## config.mk

```make
export PLATFORM = sky130hd
export DESIGN_NAME = calc1_port_scheduler
export DESIGN_NICKNAME = d
export VERILOG_FILES = /design/src/rtl/calc1_sched_pkg.sv /design/src/rtl/calc1_rr_arbiter.sv /design/src/rtl/calc1_port_scheduler.sv
export SDC_FILE = /design/constraint.sdc
export NUM_CORES = 1
export LEC_CHECK = 0
export BUFFER_PORTS_ARGS = -buffer_cell sky130_fd_sc_hd__buf_2
export CAP_MARGIN = 20
export CELL_PAD_IN_SITES_DETAIL_PLACEMENT = 0
export CELL_PAD_IN_SITES_GLOBAL_PLACEMENT = 1
export CORE_ASPECT_RATIO = 0.7
export CORE_MARGIN = 10
export CORE_UTILIZATION = 40
export DETAILED_ROUTE_END_ITERATION = 8
export PLACE_DENSITY_LB_ADDON = 0.15
export SKIP_CTS_REPAIR_TIMING = 1
export SYNTH_ARGS = -nofsm -noshare
export SYNTH_HDL_FRONTEND = slang
export SYNTH_HIERARCHICAL = 1
export SYNTH_SLANG_ARGS = --single-unit
```

## constraint.sdc

```tcl
create_clock -name c_clk -period 3.13 [get_ports c_clk]
set_clock_uncertainty 0.15 [all_clocks]
set_input_delay 0.4695 -clock c_clk [delete_from_list [all_inputs] [get_ports c_clk]]
set_output_delay 0.4695 -clock c_clk [all_outputs]
set_load 0.01 [all_outputs]
```

## src/rtl/calc1_sched_pkg.sv

```systemverilog
// Shared constants and helpers for the calc1 port scheduler.
package calc1_sched_pkg;

  localparam int NPORT = 4;

  localparam logic [3:0] CMD_NOP = 4'd0;
  localparam logic [3:0] CMD_ADD = 4'd1;
  localparam logic [3:0] CMD_SUB = 4'd2;
  localparam logic [3:0] CMD_LSH = 4'd5;
  localparam logic [3:0] CMD_RSH = 4'd6;

  localparam logic [1:0] RESP_NONE = 2'b00;
  localparam logic [1:0] RESP_OK   = 2'b01;
  localparam logic [1:0] RESP_ERR  = 2'b10;

  typedef logic [1:0] state_t;
  localparam state_t ST_IDLE  = 2'd0;
  localparam state_t ST_ISSUE = 2'd1;
  localparam state_t ST_WAIT  = 2'd2;

  function automatic logic cmd_valid(input logic [3:0] cmd);
    return (cmd == CMD_ADD) || (cmd == CMD_SUB) || (cmd == CMD_LSH) || (cmd == CMD_RSH);
  endfunction

endpackage

```

## src/rtl/calc1_rr_arbiter.sv

```systemverilog
// Picks one pending port for the shared ALU. CALC1_SCHED_FAIR_EN selects
// round-robin; otherwise fixed priority with port 1 highest.
module calc1_rr_arbiter
  import calc1_sched_pkg::*;
(
  input  logic             clk,
  input  logic             reset,
  input  logic [NPORT-1:0] req,
  input  logic             advance,
  input  logic [1:0]       adv_tag,
  output logic [NPORT-1:0] grant,
  output logic [1:0]       tag,
  output logic             any_grant
);

  logic [1:0] start;
  logic [1:0] idx;

`ifdef CALC1_SCHED_FAIR_EN
  // The search begins just past the port most recently accepted by the ALU.
  always_ff @(posedge clk) begin
    if (reset) begin
      start <= '0;
    end else if (advance) begin
      start <= adv_tag + 2'd1;
    end
  end
`else
  logic unused_fixed;
  assign unused_fixed = ^{clk, reset, advance, adv_tag};
  assign start = '0;
`endif

  always_comb begin
    grant     = '0;
    tag       = '0;
    any_grant = 1'b0;
    idx       = '0;
    for (int i = 0; i < NPORT; i++) begin
      idx = start + 2'(i);
      if (!any_grant && req[idx]) begin
        any_grant  = 1'b1;
        grant[idx] = 1'b1;
        tag        = idx;
      end
    end
  end

endmodule

```

## src/rtl/calc1_port_scheduler.sv

```systemverilog
// Four-port request capture and single-ALU scheduler for calc1.
// Grant policy comes from calc1_rr_arbiter (CALC1_SCHED_FAIR_EN = round-robin).
module calc1_port_scheduler
  import calc1_sched_pkg::*;
#(
  parameter int DATA_W = 32,
  parameter int TAG_W  = 2,
  parameter int DROP_W = 8
) (
  input  logic              c_clk,
  input  logic [1:7]        reset,
  input  logic [3:0]        req_cmd_in  [1:4],
  input  logic [DATA_W-1:0] req_data_in [1:4],
  output logic [1:0]        out_resp    [1:4],
  output logic [DATA_W-1:0] out_data    [1:4],
  output logic              alu_valid,
  input  logic              alu_ready,
  output logic [3:0]        alu_cmd,
  output logic [DATA_W-1:0] alu_op1,
  output logic [DATA_W-1:0] alu_op2,
  output logic [TAG_W-1:0]  alu_tag,
  input  logic              alu_res_valid,
  input  logic [DATA_W-1:0] alu_res_data,
  input  logic              alu_res_ovf,
  input  logic [TAG_W-1:0]  alu_res_tag,
  output logic [DROP_W-1:0] drop_cnt
);

  logic rst;
  logic unused_in;
  assign rst       = reset[1];
  assign unused_in = ^{reset[2:7], alu_res_tag};

  logic [NPORT-1:0]  wait_op2, pending, err_q, inflight, busy;
  logic [3:0]        cmd_q [NPORT];
  logic [DATA_W-1:0] op1_q [NPORT];
  logic [DATA_W-1:0] op2_q [NPORT];
  state_t            state;
  logic [1:0]        gnt_tag;
  logic [NPORT-1:0]  arb_grant;
  logic [1:0]        arb_tag;
  logic              arb_any;
  logic [2:0]        drops;
  logic [DROP_W:0]   drop_sum;

  // A port stays busy from command capture until its response is registered.
  assign busy      = wait_op2 | pending | err_q | inflight;
  assign alu_valid = (state == ST_ISSUE);

  calc1_rr_arbiter u_arb (
    .clk       (c_clk),
    .reset     (rst),
    .req       (pending),
    .advance   (alu_valid && alu_ready),
    .adv_tag   (gnt_tag),
    .grant     (arb_grant),
    .tag       (arb_tag),
    .any_grant (arb_any)
  );

  always_comb begin
    drops = '0;
    for (int i = 0; i < NPORT; i++) begin
      if (busy[i] && (req_cmd_in[i+1] != CMD_NOP)) begin
        drops = drops + 3'd1;
      end
    end
  end

  assign drop_sum = {1'b0, drop_cnt} + (DROP_W+1)'(drops);

  always_ff @(posedge c_clk) begin
    if (rst) begin
      wait_op2 <= '0;
      pending  <= '0;
      err_q    <= '0;
      inflight <= '0;
      state    <= ST_IDLE;
      gnt_tag  <= '0;
      alu_cmd  <= '0;
      alu_op1  <= '0;
      alu_op2  <= '0;
      alu_tag  <= '0;
      drop_cnt <= '0;
      for (int i = 0; i < NPORT; i++) begin
        out_resp[i+1] <= RESP_NONE;
        out_data[i+1] <= '0;
        cmd_q[i]      <= '0;
        op1_q[i]      <= '0;
        op2_q[i]      <= '0;
      end
    end else begin
      drop_cnt <= drop_sum[DROP_W] ? '1 : drop_sum[DROP_W-1:0];
      for (int i = 0; i < NPORT; i++) begin
        out_resp[i+1] <= RESP_NONE;
        out_data[i+1] <= '0;
        if (!busy[i] && (req_cmd_in[i+1] != CMD_NOP)) begin
          wait_op2[i] <= 1'b1;
          cmd_q[i]    <= req_cmd_in[i+1];
          op1_q[i]    <= req_data_in[i+1];
        end
        if (wait_op2[i]) begin
          wait_op2[i] <= 1'b0;
          op2_q[i]    <= req_data_in[i+1];
          if (cmd_valid(cmd_q[i])) pending[i] <= 1'b1;
          else                     err_q[i]   <= 1'b1;
        end
        // Invalid commands never reach the ALU; they answer on their own.
        if (err_q[i]) begin
          err_q[i]      <= 1'b0;
          out_resp[i+1] <= RESP_ERR;
        end
      end

      case (state)
        ST_IDLE: begin
          if (arb_any) begin
            state            <= ST_ISSUE;
            gnt_tag          <= arb_tag;
            pending[arb_tag] <= 1'b0;
            inflight         <= inflight | arb_grant;
            alu_cmd          <= cmd_q[arb_tag];
            alu_op1          <= op1_q[arb_tag];
            alu_op2          <= op2_q[arb_tag];
            alu_tag          <= TAG_W'(arb_tag);
          end
        end
        ST_ISSUE: begin
          if (alu_ready) state <= ST_WAIT;
        end
        ST_WAIT: begin
          // The result belongs to the granted port whatever tag comes back.
          if (alu_res_valid) begin
            state                       <= ST_IDLE;
            inflight[gnt_tag]           <= 1'b0;
            out_resp[int'(gnt_tag) + 1] <= alu_res_ovf ? RESP_ERR : RESP_OK;
            out_data[int'(gnt_tag) + 1] <= alu_res_ovf ? '0 : alu_res_data;
          end
        end
        default: state <= ST_IDLE;
      endcase
    end
  end

endmodule

```

### After elaboration in Yosys (flattened, before gate mapping)

Memories as Yosys holds them, arrays and structs flattened. A register that Yosys moved wholly into a read port is not among the register bits.
Index checks and enable logic that the tools add are counted.

* $lt $le $gt $ge: 6
* equality and inequality tests: 21
* bitwise operators: 28
* $add $sub $neg: 5
* reduce and logical (&&, ||, !) cells: 51
* muxes and demuxes: 100

Operators with widths (count)
* 32-bit two-way mux: 10
* 128-bit bitwise AND: 1
* 32-bit demux with 3-bit select: 1
* 1-bit two-way mux: 51
* 4-bit two-way mux: 9
* 4-bit by 3-bit equality test with 1-bit output, second input constant: 8
* 32-bit by 4-bit >= comparator with 1-bit output, second input constant: 1
* 32-bit by 1-bit less-than comparator with 1-bit output, second input constant: 1
* 2-bit two-way mux: 16
* 3-bit inverter with 32-bit output: 1
* 8-bit two-way mux: 3
* 4-bit by 1-bit equality test with 1-bit output, second input constant: 4
* 4-bit by 2-bit equality test with 1-bit output, second input constant: 4
* 4-bit bitwise OR: 4
* 4-bit nonzero test: 4
* 3-bit OR reduction: 5
* 1-bit logical AND: 14
* 1-bit logical OR: 12
* 3-bit two-way mux: 4
* 1-bit bitwise OR: 12
* 3-bit by 1-bit adder with 3-bit output, second input constant: 3
* 8-bit by 3-bit adder with 9-bit output: 1
* 4-bit bitwise AND: 2
* 8-bit bitwise mux: 1
* other kinds (19): 39

* memories: 3
* bits of input ports: 189
* output and inout bits: 215
* memory bits (writable): 272
* bits in registers: 164

Memories
* op1_q: words 4, bits a word 32, read ports 1, clocked after Yosys merged registers in 1, wr ports 4, line calc1_port_scheduler.sv:36 `logic [DATA_W-1:0] op1_q [NPORT];`
* op2_q: words 4, bits a word 32, read ports 1, clocked after Yosys merged registers in 1, wr ports 4, line calc1_port_scheduler.sv:37 `logic [DATA_W-1:0] op2_q [NPORT];`
* cmd_q: words 4, bits a word 4, read ports 5, clocked after Yosys merged registers in 1, wr ports 4, line calc1_port_scheduler.sv:35 `logic [3:0] cmd_q [NPORT];`

### Logic depth before layout (Yosys ltp)

Gate-level depths: netlist of the first run.

* word-level depth: 18
* gate-level depth with buffers: 14
* mapped depth without buffers: 14

### By module

Netlist of the first run, hierarchy kept.

Modules (own cells, without submodules)
* calc1_port_scheduler: cells each 1405, instances 1, area an instance 19107.1 um^2
* calc1_rr_arbiter: cells each 10, instances 1, area an instance 58.8 um^2

### Worst setup path before layout of the first run

OpenSTA, ideal clock, no wires.

* path type: in2reg
* from: in req_cmd_in[9] in the netlist's numbering
* to: reg drop_cnt[7]
* data required time: 2.859 ns
* library setup time: 0.121 ns
* stages: 13
* path buffers: 0
* arrival: 3.058 ns
* setup slack: -0.198 ns
* cells stage by stage: or4_1 nand2b_1 inv_1 ha_1 xor2_1 ha_1 nand2_1 xor2_1 ha_1 nor2b_1 or2_2 and4b_1 nor3_1

* longest elaborated chain between the ends: 9

Ends and longest elaborated chain
* start: declaration: line calc1_port_scheduler.sv:12 `input logic [3:0] req_cmd_in [1:4],`
* 4-bit nonzero test (*): line calc1_port_scheduler.sv:64 `if (busy[i] && (req_cmd_in[i+1] != CMD_NOP)) begin`
* 1-bit logical AND (*): line calc1_port_scheduler.sv:64
* 3-bit two-way mux (*): line calc1_port_scheduler.sv:64
* 3-bit by 1-bit adder with 3-bit output: line calc1_port_scheduler.sv:65 `drops = drops + 3'd1;`
* 3-bit two-way mux (*): line calc1_port_scheduler.sv:64
* 3-bit by 1-bit adder with 3-bit output: line calc1_port_scheduler.sv:65
* 3-bit two-way mux (*): line calc1_port_scheduler.sv:64
* 8-bit by 3-bit adder with 9-bit output (*): line calc1_port_scheduler.sv:70 `assign drop_sum = {1'b0, drop_cnt} + (DROP_W+1)'(drops);`
* 8-bit two-way mux (*): line calc1_port_scheduler.sv:93 `drop_cnt <= drop_sum[DROP_W] ? '1 : drop_sum[DROP_W-1:0];`
* end signal: assignment: line calc1_port_scheduler.sv:93
* end: declaration: line calc1_port_scheduler.sv:26 `output logic [DROP_W-1:0] drop_cnt`

Every way passes the cells marked *; elsewhere a longest branch is shown, timed or not.
A chain may end at the register's enable or synchronous reset.

### Worst setup path after layout of the first run

* from: reg pending[1]
* to: reg drop_cnt[7]

* longest elaborated chain between the ends: 11

Ends and longest elaborated chain
* start: declaration: line calc1_port_scheduler.sv:34 `logic [NPORT-1:0] wait_op2, pending, err_q, inflight, busy;`
* start signal: assignment: line calc1_port_scheduler.sv:75 `pending <= '0;`
* start signal: indexed assignment: line calc1_port_scheduler.sv:105 `if (cmd_valid(cmd_q[i])) pending[i] <= 1'b1;`
* start signal: indexed assignment: line calc1_port_scheduler.sv:120 `pending[arb_tag] <= 1'b0;`
* 4-bit bitwise OR (*) (3 in series): line calc1_port_scheduler.sv:47 `assign busy = wait_op2 | pending | err_q | inflight;`
* 1-bit logical AND (*): line calc1_port_scheduler.sv:64
* 3-bit two-way mux (*): line calc1_port_scheduler.sv:64
* 3-bit by 1-bit adder with 3-bit output: line calc1_port_scheduler.sv:65
* 3-bit two-way mux (*): line calc1_port_scheduler.sv:64
* 3-bit by 1-bit adder with 3-bit output: line calc1_port_scheduler.sv:65
* 3-bit two-way mux (*): line calc1_port_scheduler.sv:64
* 8-bit by 3-bit adder with 9-bit output (*): line calc1_port_scheduler.sv:70
* 8-bit two-way mux (*): line calc1_port_scheduler.sv:93

Marks and branches as above.

==> impl_metrics.yaml, run 1 <==
die:
  ios: 404
  die-area_sq_um: 57210
  start_util_pct: 40.25
  core_sq_um: 47620
  die_x_um: 281.6
  die_h_um: 203.1
  rows: 67
critical_path:
  crit_type: "reg -> reg"
  rr_endpoint: "drop_cnt[7]"
  required_ns: 3.43
  r2r_cells: 13
  rrSetupSlack_ns: 0.14
  cp_max_fo: 3
  timing.rr.start: "pending[1]"
  crit_arrival_ns: 3.29
  cp-end-kind: "register"
  crit_path_start_kind: "register"
timing:
  worst_pin_slew_ns: 0.9312
  finalHoldViolCount: 0
  setup_viol: 0
  finalCritPeriodShare_pct: 95.53
  timing.final.crit_period_ns: 2.990
  hold_slack_ns: 0.01357
  fmax_ghz: 0.3344
  slew_viol_final: 0
  finalWorstSetupSlack_ns: 0.1400
  relSlewSlack_pct: 37.78
status:
  status: "finished, final reports clean"
power:
  p_leak_nw: 10.23
  combPwrFrac_pct: 34.6
  p_per_area_nw_per_um2: 992.6
  power.share.switching_pct: 33.92
  p_sw_mw: 8.208
  intPower_mw: 15.99
  pwr-share-clk_pct: 24.5
  seq_power_share_pct: 40.9
  vdd_ir_drop_max_mv: 0.4774
job:
  timing.max_cap.violations: 0
cells_and_area:
  area_growth_pct: 27.20
  fin_nets: 2070
  final_area_sq_um: 24380
  finalNonFillerCells: 2539
  drive_gt1_share_pct: 34.12
logic_synthesis:
  synthFlopType: "edfxtp_1"
  synth.yosys.seq_area_share_pct: 66.85
  netlist_instances: 1415
  avgSynthCellArea_sq_um: 13.54
  netlist_area_sq_um: 19170
  syn-num-nets: 1612
  synthArstFlopShare_pct: 0
  synth_edf_count: 272
  yosysWarnings: 6
  ys_types: 47
  synth-seq-cells: 504
global_routing:
  grt_max_degree: 48
  busiest_layer: "met2"
  gr-usage-met1_pct: 27.98
  grtUsageTotal_pct: 20.97
  grt_pass1_wl_um: 88760
  antenna_found_initial: 6
  use_met2_pct: 34.82
  grtUsageMet3_pct: 4.327
  grt_pass1_vias: 13270
  grt-ovfl-total: 0
cts:
  cts_buffers: 49
  clk_latency_ns: 0.59
  cts_buffer_depth: 3
  clk_pin_slew_worst_paths_ns: 0.07
  cts-root-buf: "clkbuf_16"
  cts_max_level: 2
  cts.sink_count: 504
  cts_tree: "built"
hold_path:
  whs_endpoint: "out_data[0]"
  min-delay-start: "alu_res_data[0]"
  hp-class: "in -> reg"
  hold_depth: 2
place:
  numPortBuffers: 395
  gp_congestion: 0.7728
  post_dp_cell_area_sq_um: 22280
  hpwlAfterDp_um: 40480
  dpl.cell_count: 2408
  place_worst_setup_slack_ns: -0.5871
detailed_routing:
  drt-total-wl_um: 61120
  drtIter0Drc: 792
  routed_via_density: 4.946
  wl_per_cell_um: 24.07
  drt-pass1-iter-count: 5
  routed-via-count: 12560
  route.detailed.drc: 0
  ant_nets: 0
## cells by family after synthesis
kind of cell | synth area share (%)
AO/OA/AOI/OAI | 2.742
XOR/XNOR | 0.4570
adder cells (fa/ha/maj) | 0.5614
buffers and inverters | 2.239
flip-flops | 66.85
multiplexers | 8.258
AND/OR/NAND/NOR | 18.89
## power by group through the flow
stage               registers, mW  logic, mW  clock network [mW]
finish                       9.90       8.37                5.93
global route                 10.1       9.12                6.33
CTS                          9.88       8.27                6.05
detailed placement           10.0       8.25                   0
global placement             9.94       8.15                   0
floorplan                    9.99       4.80                   0
## worst max-delay path by stage
stage,to,startpoint
floorplan,drop_cnt[7],req_cmd_in[10]
global placement,drop_cnt[7],req_cmd_in[13]
detailed placement,drop_cnt[1],req_cmd_in[12]
CTS,drop_cnt[1],wait_op2[0]
global route,drop_cnt[5],err_q[1]
finish,drop_cnt[7],pending[1]
## state kept, by name, summed over array words and instances (netlist names)
signal and cells:
pending 4, gnt_tag 2, out_resp 8, alu_cmd 4
out_data 128, err_q 4, cmd_q 16, op1_q 128
state 2, alu_op1 32, op2_q 128, inflight 4
wait_op2 4, alu_op2 32, drop_cnt 8
## synthesized netlist by cell type, types with 2 or more instances
master / number / area [sq um]
and2_1: 401 / 2509
edfxtp_1: 272 / 8168
dfxtp_1: 232 / 4644
nand2_1: 146 / 548.0
a21oi_1: 89 / 445.4
mux4_2: 68 / 1531
clkbuf_1: 34 / 127.6
buf_2: 31 / 155.2
nor2_1: 19 / 71.32
nand2b_1: 10 / 62.56
buf_4: 9 / 67.56
nor3_1: 9 / 45.04
ha_1: 7 / 87.58
inv_1: 7 / 26.28
nor3b_1: 7 / 52.55
nor2b_1: 6 / 37.54
nor4_1: 6 / 37.54
or2_2: 5 / 31.28
xnor2_1: 5 / 43.79
xor2_1: 5 / 43.79
mux2i_1: 4 / 40.04
nor2_2: 4 / 25.02
o21ai_0: 4 / 20.02
buf_6: 3 / 33.78
clkbuf_2: 3 / 15.01
nand3_1: 3 / 15.01
nor3b_4: 3 / 56.30
a211oi_1: 2 / 15.01
a21o_1: 2 / 15.01
or4_1: 2 / 15.01
## critical path: stages (launching register included)
cell	delay, ns
dfxtp_1	0.34
nor4_4	0.28
nand2b_4	0.20
inv_4	0.04
ha_4	0.25
xor2_4	0.20
ha_4	0.18
nand2_1	0.06
xor2_1	0.22
ha_1	0.28
nor2b_4	0.14
or2_4	0.23
and4b_1	0.26
nor3_2	0.04
## metal layers
metal  routed length [um]  vias to the layer above
li1                     -                     5808
met1                26490                     6330
met2                30090                      346
met3                 3597                       72
met4                  934                        2
met5                   17                        -
## per-stage QoR
stage               setup TNS (ns)  util (%)  total power, mW
finish                           0     51.20            24.20
CTS                         -1.738     50.14            24.20
floorplan                 -0.09932         -            14.79
global placement            -3.639     46.75            18.09
global route              -0.05280     51.18            25.52
detailed placement          -4.342     46.79            18.26
## placed cells by master, fill, tap and decap left out, types with 3 or more instances in the layout
cell | netlist | final
nand2b_1 | 10 | 5
o21ai_0 | 4 | 3
buf_12 | 0 | 12
nor2_4 | 0 | 5
clkinv_1 | 0 | 6
nor3b_1 | 7 | 6
mux2i_1 | 4 | 4
or2_2 | 5 | 4
clkbuf_16 | 0 | 53
nor4_1 | 6 | 4
nor4_4 | 1 | 4
diode_2 | 0 | 4
nor3b_4 | 3 | 3
buf_16 | 0 | 3
a21oi_1 | 89 | 86
ha_1 | 7 | 4
clkbuf_1 | 34 | 8
clkinv_2 | 0 | 12
inv_1 | 7 | 6
nand2_1 | 146 | 145
dfxtp_1 | 232 | 231
edfxtp_1 | 272 | 272
dlygate4sd3_1 | 0 | 31
nand2b_2 | 0 | 4
xnor2_1 | 5 | 5
and2_1 | 401 | 401
nor3_1 | 9 | 7
ha_4 | 0 | 3
nor2b_4 | 0 | 5
mux4_2 | 68 | 68
buf_2 | 31 | 394
buf_4 | 9 | 48
nor2_1 | 19 | 18
inv_4 | 0 | 3
clkbuf_8 | 0 | 3
xor2_1 | 5 | 3
## area by class of cell
| cell class | count | area [sq um] |
|---|---|---|
| clock buffer | 64 | 1398 |
| timing repair buffer | 488 | 2965 |
| inverter | 7 | 28.78 |
| tap | 621 | 777.0 |
| fill | 4246 | 23240 |
| antenna | 4 | 10.01 |
| multi-input combinational | 823 | 6188 |
| sequential | 504 | 12810 |
| clock inverter | 28 | 197.7 |
(Power assumes the default switching activity.)
==> run 2, diff against run 1 <==
CTS_BUF_LIST = sky130_fd_sc_hd__clkbuf_2   (was not set)
==> run 2 against run 1 <==
Global-route usage rose by 0.35 points. Die area unchanged. Critical endpoint unchanged. Clock-buffer cell count grew 122. Critical path type is now in -> reg. Sequential power barely moved. Highest routed layer unchanged. Total power is 4.5% lower. Sequential share of layout area decreased by 5.4 points. First-iteration DRC count is 17% higher. Utilization rose by 5.8 points. Worst setup slack got worse by 0.069 ns. Worst hold slack gained 0.088 ns.
==> impl_metrics.yaml, run 2 (synthesized netlist as in run 1, its figures left out) <==
critical_path:
  crit_top_cell: "dlygate4sd3_1"
  required_ns: 3.97
  cp_slowest_cell: "dlygate4sd3_1"
  crit_path_start_kind: "input pin"
  crit_chain: "dlygate4sd3_1, buf_2, nor4_1, dlygate4sd3_1, buf_4, nor2_1, xor2_4, ha_4, nand2_1, xor2_1, ha_1, nor2b_4, or2_4, and4b_1, nor3_2"
  crit_arrival_ns: 3.90
  max_stage_delay_ns: 0.61
  crit_type: "in -> reg"
  crit_family: "buffers and inverters"
  cp-end-kind: "register"
  cp_num_buf_inv: 4
  cp_max_fo: 4
cts:
  cts_max_level: 3
  cts_buffers: 120
  clk_latency_ns: 1.15
  cts_buffer_depth: 3
  cts.sink_count: 504
  cts-root-buf: "clkbuf_2"
  clk_pin_slew_worst_paths_ns: 0.10
  cts_tree: "built"
global_routing:
  grt-ovfl-total: 0
  antenna_found_initial: 10
  grt_max_degree: 48
  grt_pass1_wl_um: 89900
  grtUsageTotal_pct: 21.33
  grt_pass1_vias: 13760
detailed_routing:
  ant_nets: 0
  drt-total-wl_um: 64800
  route.detailed.drc: 0
  drt-pass1-iter-count: 5
  routed-via-count: 14320
  wl_per_cell_um: 21.60
  routed_via_density: 4.772
  drtIter0Drc: 926
place:
  gp_congestion: 0.7728
  numPortBuffers: 395
  hpwlAfterDp_um: 40480
timing:
  setup_viol: 0
  finalHoldViolCount: 0
  relSlewSlack_pct: 35.94
  finalCritPeriodShare_pct: 97.73
  fmax_ghz: 0.3269
  timing.final.crit_period_ns: 3.059
  worst_pin_slew_ns: 0.9587
  slew_viol_final: 0
job:
  timing.max_cap.violations: 0
power:
  p_leak_nw: 11.67
  power.share.switching_pct: 36.30
  pwr-share-clk_pct: 19.6
  p_sw_mw: 8.387
  intPower_mw: 14.72
  seq_power_share_pct: 42.8
  total_power_mw: 23.11
  p_per_area_nw_per_um2: 850.8
  vdd_ir_drop_max_mv: 0.4260
  combPwrFrac_pct: 37.6
die:
  rows: 67
  core_sq_um: 47620
  ios: 404
  start_util_pct: 40.25
  die_h_um: 203.1
  die_x_um: 281.6
  die-area_sq_um: 57210
cells_and_area:
  final_util_pct: 57.04
  fin_nets: 2461
  mostFrequentLayoutCells: "and2_1, buf_2, dlygate4sd3_1, edfxtp_1, dfxtp_1"
  area_growth_pct: 41.70
  num-fill-cells: 4134
  drive_gt1_share_pct: 32.59
  reg_top3: "op1_q: 128 flops, op2_q: 128 flops, out_data: 128 flops"
  final_common_cell: "and2_1"
status:
  status: "finished, final reports clean"
hold_path:
  hp-class: "in -> reg"
## run 2: layout make-up
type                       instances  area [sq um]  share of cell area, %
sequential                       504         12810                  47.19
multi-input combinational        823          6175                  22.74
timing repair buffer             808          6168                  22.71
clock buffer                     186         930.9                  3.428
tap                              621         777.0                  2.861
clock inverter                    38         231.5                 0.8523
antenna                           13         32.53                 0.1198
inverter                           7         28.78                 0.1060
## run 2: worst reg2reg max path: stages (launching register included)
cell      delay (ns)
dfxtp_1         0.35
nor4_4          0.28
nand2b_4        0.20
inv_4           0.04
ha_4            0.29
xor2_4          0.20
ha_4            0.23
mux2_2          0.26
ha_1            0.27
a21o_1          0.20
a21o_1          0.19
and4b_1         0.19
nor3_2          0.11
## run 2: worst paths after layout
kind | from | end | slack, ns | cells after the start
worst max-delay path | req_cmd_in[5] | drop_cnt[7] | 0.07 | 15
worst min-delay path | req_data_in[115] | op1_q[0][19] | 0.10 | 3
worst max register to register | pending[1] | drop_cnt[7] | 0.11 | 12
worst min register to register | alu_op2[16] | alu_op2[16] | 0.31 | 2
## run 2: power groups by stage
stage | logic [mW] | clock network (mW) | registers, mW
detailed placement | 8.25 | 0 | 10.0
global placement | 8.15 | 0 | 9.94
CTS | 8.27 | 4.66 | 9.87
global route | 9.43 | 5.04 | 10.1
finish | 8.69 | 4.52 | 9.89
floorplan | 4.80 | 0 | 9.99
## run 2: metrics by stage
step / area [sq um] / setup TNS [ns] / worst slack [ns] / hold WS [ns] / std cells
3_3_place_gp: 22260 / -3.639 / -0.4833 / 0.2923 / 2407
3_5_place_dp: 22280 / -4.342 / -0.5871 / 0.2953 / 2408
4_1_cts: 23440 / -2.045 / -0.3017 / -0.7614 / 2632
6_report: 27160 / 0 / 0.07111 / 0.1017 / 3000
5_1_grt: 27150 / -0.07099 / -0.02915 / -0.02798 / 2995
2_1_floorplan: 19240 / -0.09932 / -0.04052 / 0.2654 / 1415
## run 2: layer usage
| metal | up-vias | part of all wire, % | global-route usage (%) |
|---|---|---|---|
| met4 | 4 | 1.2 | 5.108 |
| li1 | 6685 | - | - |
| met2 | 442 | 50 | 35.01 |
| met1 | 7110 | 43 | 27.73 |
| met3 | 74 | 6.1 | 5.937 |
| met5 | - | 0.039 | 0 |
==> run 3, diff against run 2 <==
ABC_AREA = 1   (was not set)
CORE_UTILIZATION = 39   (was 40)
==> run 3 against run 2 <==
Utilization down 1.5 points. Register-to-register slack worse by 0.08 ns. Via count up 15%. Synthesized cell count up 37%. Highest routed layer is now met4.
==> impl_metrics.yaml, run 3 <==
timing:
  rsz0062_at_grt: "yes"
  slew_viol_final: 0
  setup_viol: 0
  timing.final.crit_period_ns: 3.095
  worst_pin_slew_ns: 0.6695
  finalCritPeriodShare_pct: 98.90
  finalWorstSetupSlack_ns: 0.03452
  fmax_ghz: 0.3231
  fin_tns_setup_ns: 0
  relSlewSlack_pct: 55.36
  finalHoldViolCount: 0
power:
  vdd_ir_drop_max_mv: 0.5720
  p_sw_mw: 7.365
  intPower_mw: 12.70
  combPwrFrac_pct: 32.2
  pwr-share-clk_pct: 22.1
  total_power_mw: 20.06
  seq_power_share_pct: 45.8
  p_per_area_nw_per_um2: 754.6
  power.share.switching_pct: 36.71
  p_leak_nw: 12.78
place:
  numPortBuffers: 395
  gp_congestion: 0.8044
  place_worst_setup_slack_ns: -0.1903
  post_dp_cell_area_sq_um: 21920
  hpwlAfterDp_um: 39820
cells_and_area:
  drive_gt1_share_pct: 25.67
  final_area_sq_um: 26590
  area_growth_pct: 40.69
  final_common_cell: "nor2_1"
  reg_top3: "op1_q: 128 flops, op2_q: 128 flops, out_data: 128 flops"
  fin_nets: 2958
  mostFrequentLayoutCells: "nor2_1, buf_2, dlygate4sd3_1, nand2_1, edfxtp_1"
cts:
  cts_max_level: 3
  cts.sink_count: 504
  clk_pin_slew_worst_paths_ns: 0.11
  cts_buffer_depth: 3
  clk_latency_ns: 1.12
  cts_buffers: 120
  cts-root-buf: "clkbuf_2"
  cts_tree: "built"
logic_synthesis:
  netlist_instances: 1938
  synthTopCellsByArea: "edfxtp_1, dfxtp_1, nor2_1, nand2_1, inv_1"
  synthFlopType: "edfxtp_1"
  synth_area_leader_cell: "edfxtp_1"
  synth.most_common_cell: "nor2_1"
  netlist_area_sq_um: 18900
  synth.yosys.seq_area_share_pct: 67.80
  yosysWarnings: 6
  synth_edf_count: 272
  synthArstFlopShare_pct: 0
  ys_types: 31
  syn-num-nets: 2135
  avgSynthCellArea_sq_um: 9.751
  synth_top_cell_area_share_pct: 43.22
  synth-seq-cells: 504
  synth_commonest_cells: "nor2_1, nand2_1, edfxtp_1"
die:
  start_util_pct: 39.48
  core_sq_um: 47870
  die-area_sq_um: 57800
  die_x_um: 283.1
  rows: 67
  die_h_um: 204.2
  ios: 404
critical_path:
  required_ns: 3.99
  rrSetupSlack_ns: 0.03
  crit_type: "reg -> reg"
  crit_arrival_ns: 3.96
  crit_path_start_kind: "register"
  cp_max_fo: 6
  cp-end-kind: "register"
detailed_routing:
  routed_via_density: 4.666
  drt-total-wl_um: 66210
  routed-via-count: 16420
  ant_nets: 0
  drt-pass1-iter-count: 5
  route.detailed.drc: 0
  drtIter0Drc: 1156
  wl_per_cell_um: 18.82
status:
  status: "finished, final reports clean"
hold_path:
  hp-class: "in -> reg"
job:
  timing.max_cap.violations: 0
global_routing:
  grt_pass1_vias: 15290
  grt_pass1_wl_um: 92780
  antenna_found_initial: 3
  grt_max_degree: 70
  grt-ovfl-total: 0
  grtUsageTotal_pct: 21.03
[run 3: cell types whose count changed in the layout (fill, tap and decap cells not counted), sizes merged, moves of 18 or more]
cell	delta
and2	-401
and3	+20
dlygate4sd3	-18
inv	+229
mux4	-68
nand2	+169
nand3	+20
nand4	+39
nor2	+473
o21ai	+74
[run 3: power by group through the flow]
stage               clock [mW]  combinational, mW  sequential [mW]
floorplan                    0               3.19             9.36
global placement             0               5.82             9.30
global route              4.90               7.12             9.33
CTS                       4.57               5.87             9.18
detailed placement           0               5.85             9.32
finish                    4.43               6.45             9.18
[run 3: layout make-up]
class | count | area, sq um
fill | 4417 | 21280
sequential | 504 | 12810
timing repair buffer | 793 | 5977
multi-input combinational | 1104 | 4941
clock buffer | 197 | 985.9
inverter | 238 | 897.1
tap | 655 | 819.5
clock inverter | 23 | 141.4
antenna | 4 | 10.01
[run 3: kinds of logic (layout without fill, tap and decap cells)]
logic type               after synthesis  after routing  share of synthesized area [%]
flip-flops                           504            504                          67.80
XOR/XNOR                               1              1                        0.04636
AO/OA/AOI/OAI                        182            182                          4.880
adder cells (fa/ha/maj)                8              8                         0.5694
other                                  0              4                              0
AND/OR/NAND/NOR                      913            913                          19.59
buffers and inverters                330           1251                          7.118
[run 3: worst max-delay path, cell delays in order, from the launching register on]
cell	delay, ns
dfxtp_2	0.33
or2_4	0.26
nor3_4	0.23
inv_1	0.08
nand2_2	0.07
inv_2	0.05
ha_4	0.28
nand3_4	0.09
nand2_4	0.09
inv_4	0.04
ha_4	0.25
or2_4	0.11
nand2_2	0.05
fa_2	0.37
inv_2	0.07
nand3_2	0.07
nand2_2	0.11
nand2_4	0.08
buf_6	0.13
a21oi_2	0.09
[run 3: path summary, 6_finish.rpt]
kind                   startpoint            to  cells past startpoint
hold reg to reg          err_q[2]      err_q[2]                      1
setup / recovery      wait_op2[1]   drop_cnt[1]                     19
hold / removal    req_data_in[61]  op1_q[2][29]                      4
setup reg to reg      wait_op2[1]   drop_cnt[1]                     19
[run 3: per-layer routing]
layer | share of wire (%) | up-vias | GRT usage (%)
li1 | - | 7890 | -
met1 | 44 | 7881 | 27.46
met2 | 49 | 545 | 34.81
met3 | 6.0 | 100 | 4.821
met4 | 1.6 | 0 | 5.820
met5 | 0 | - | 0
[run 3: stage by stage]
stage | util [%] | hold slack, ns | std cells
after global placement | 45.80 | 0.2649 | 2956
after detailed placement | 45.80 | 0.2644 | 2956
after CTS | 48.15 | -0.7253 | 3176
after floorplan | - | 0.2513 | 1938
final | 55.54 | 0.05855 | 3518
after global routing | 55.54 | -0.01015 | 3518
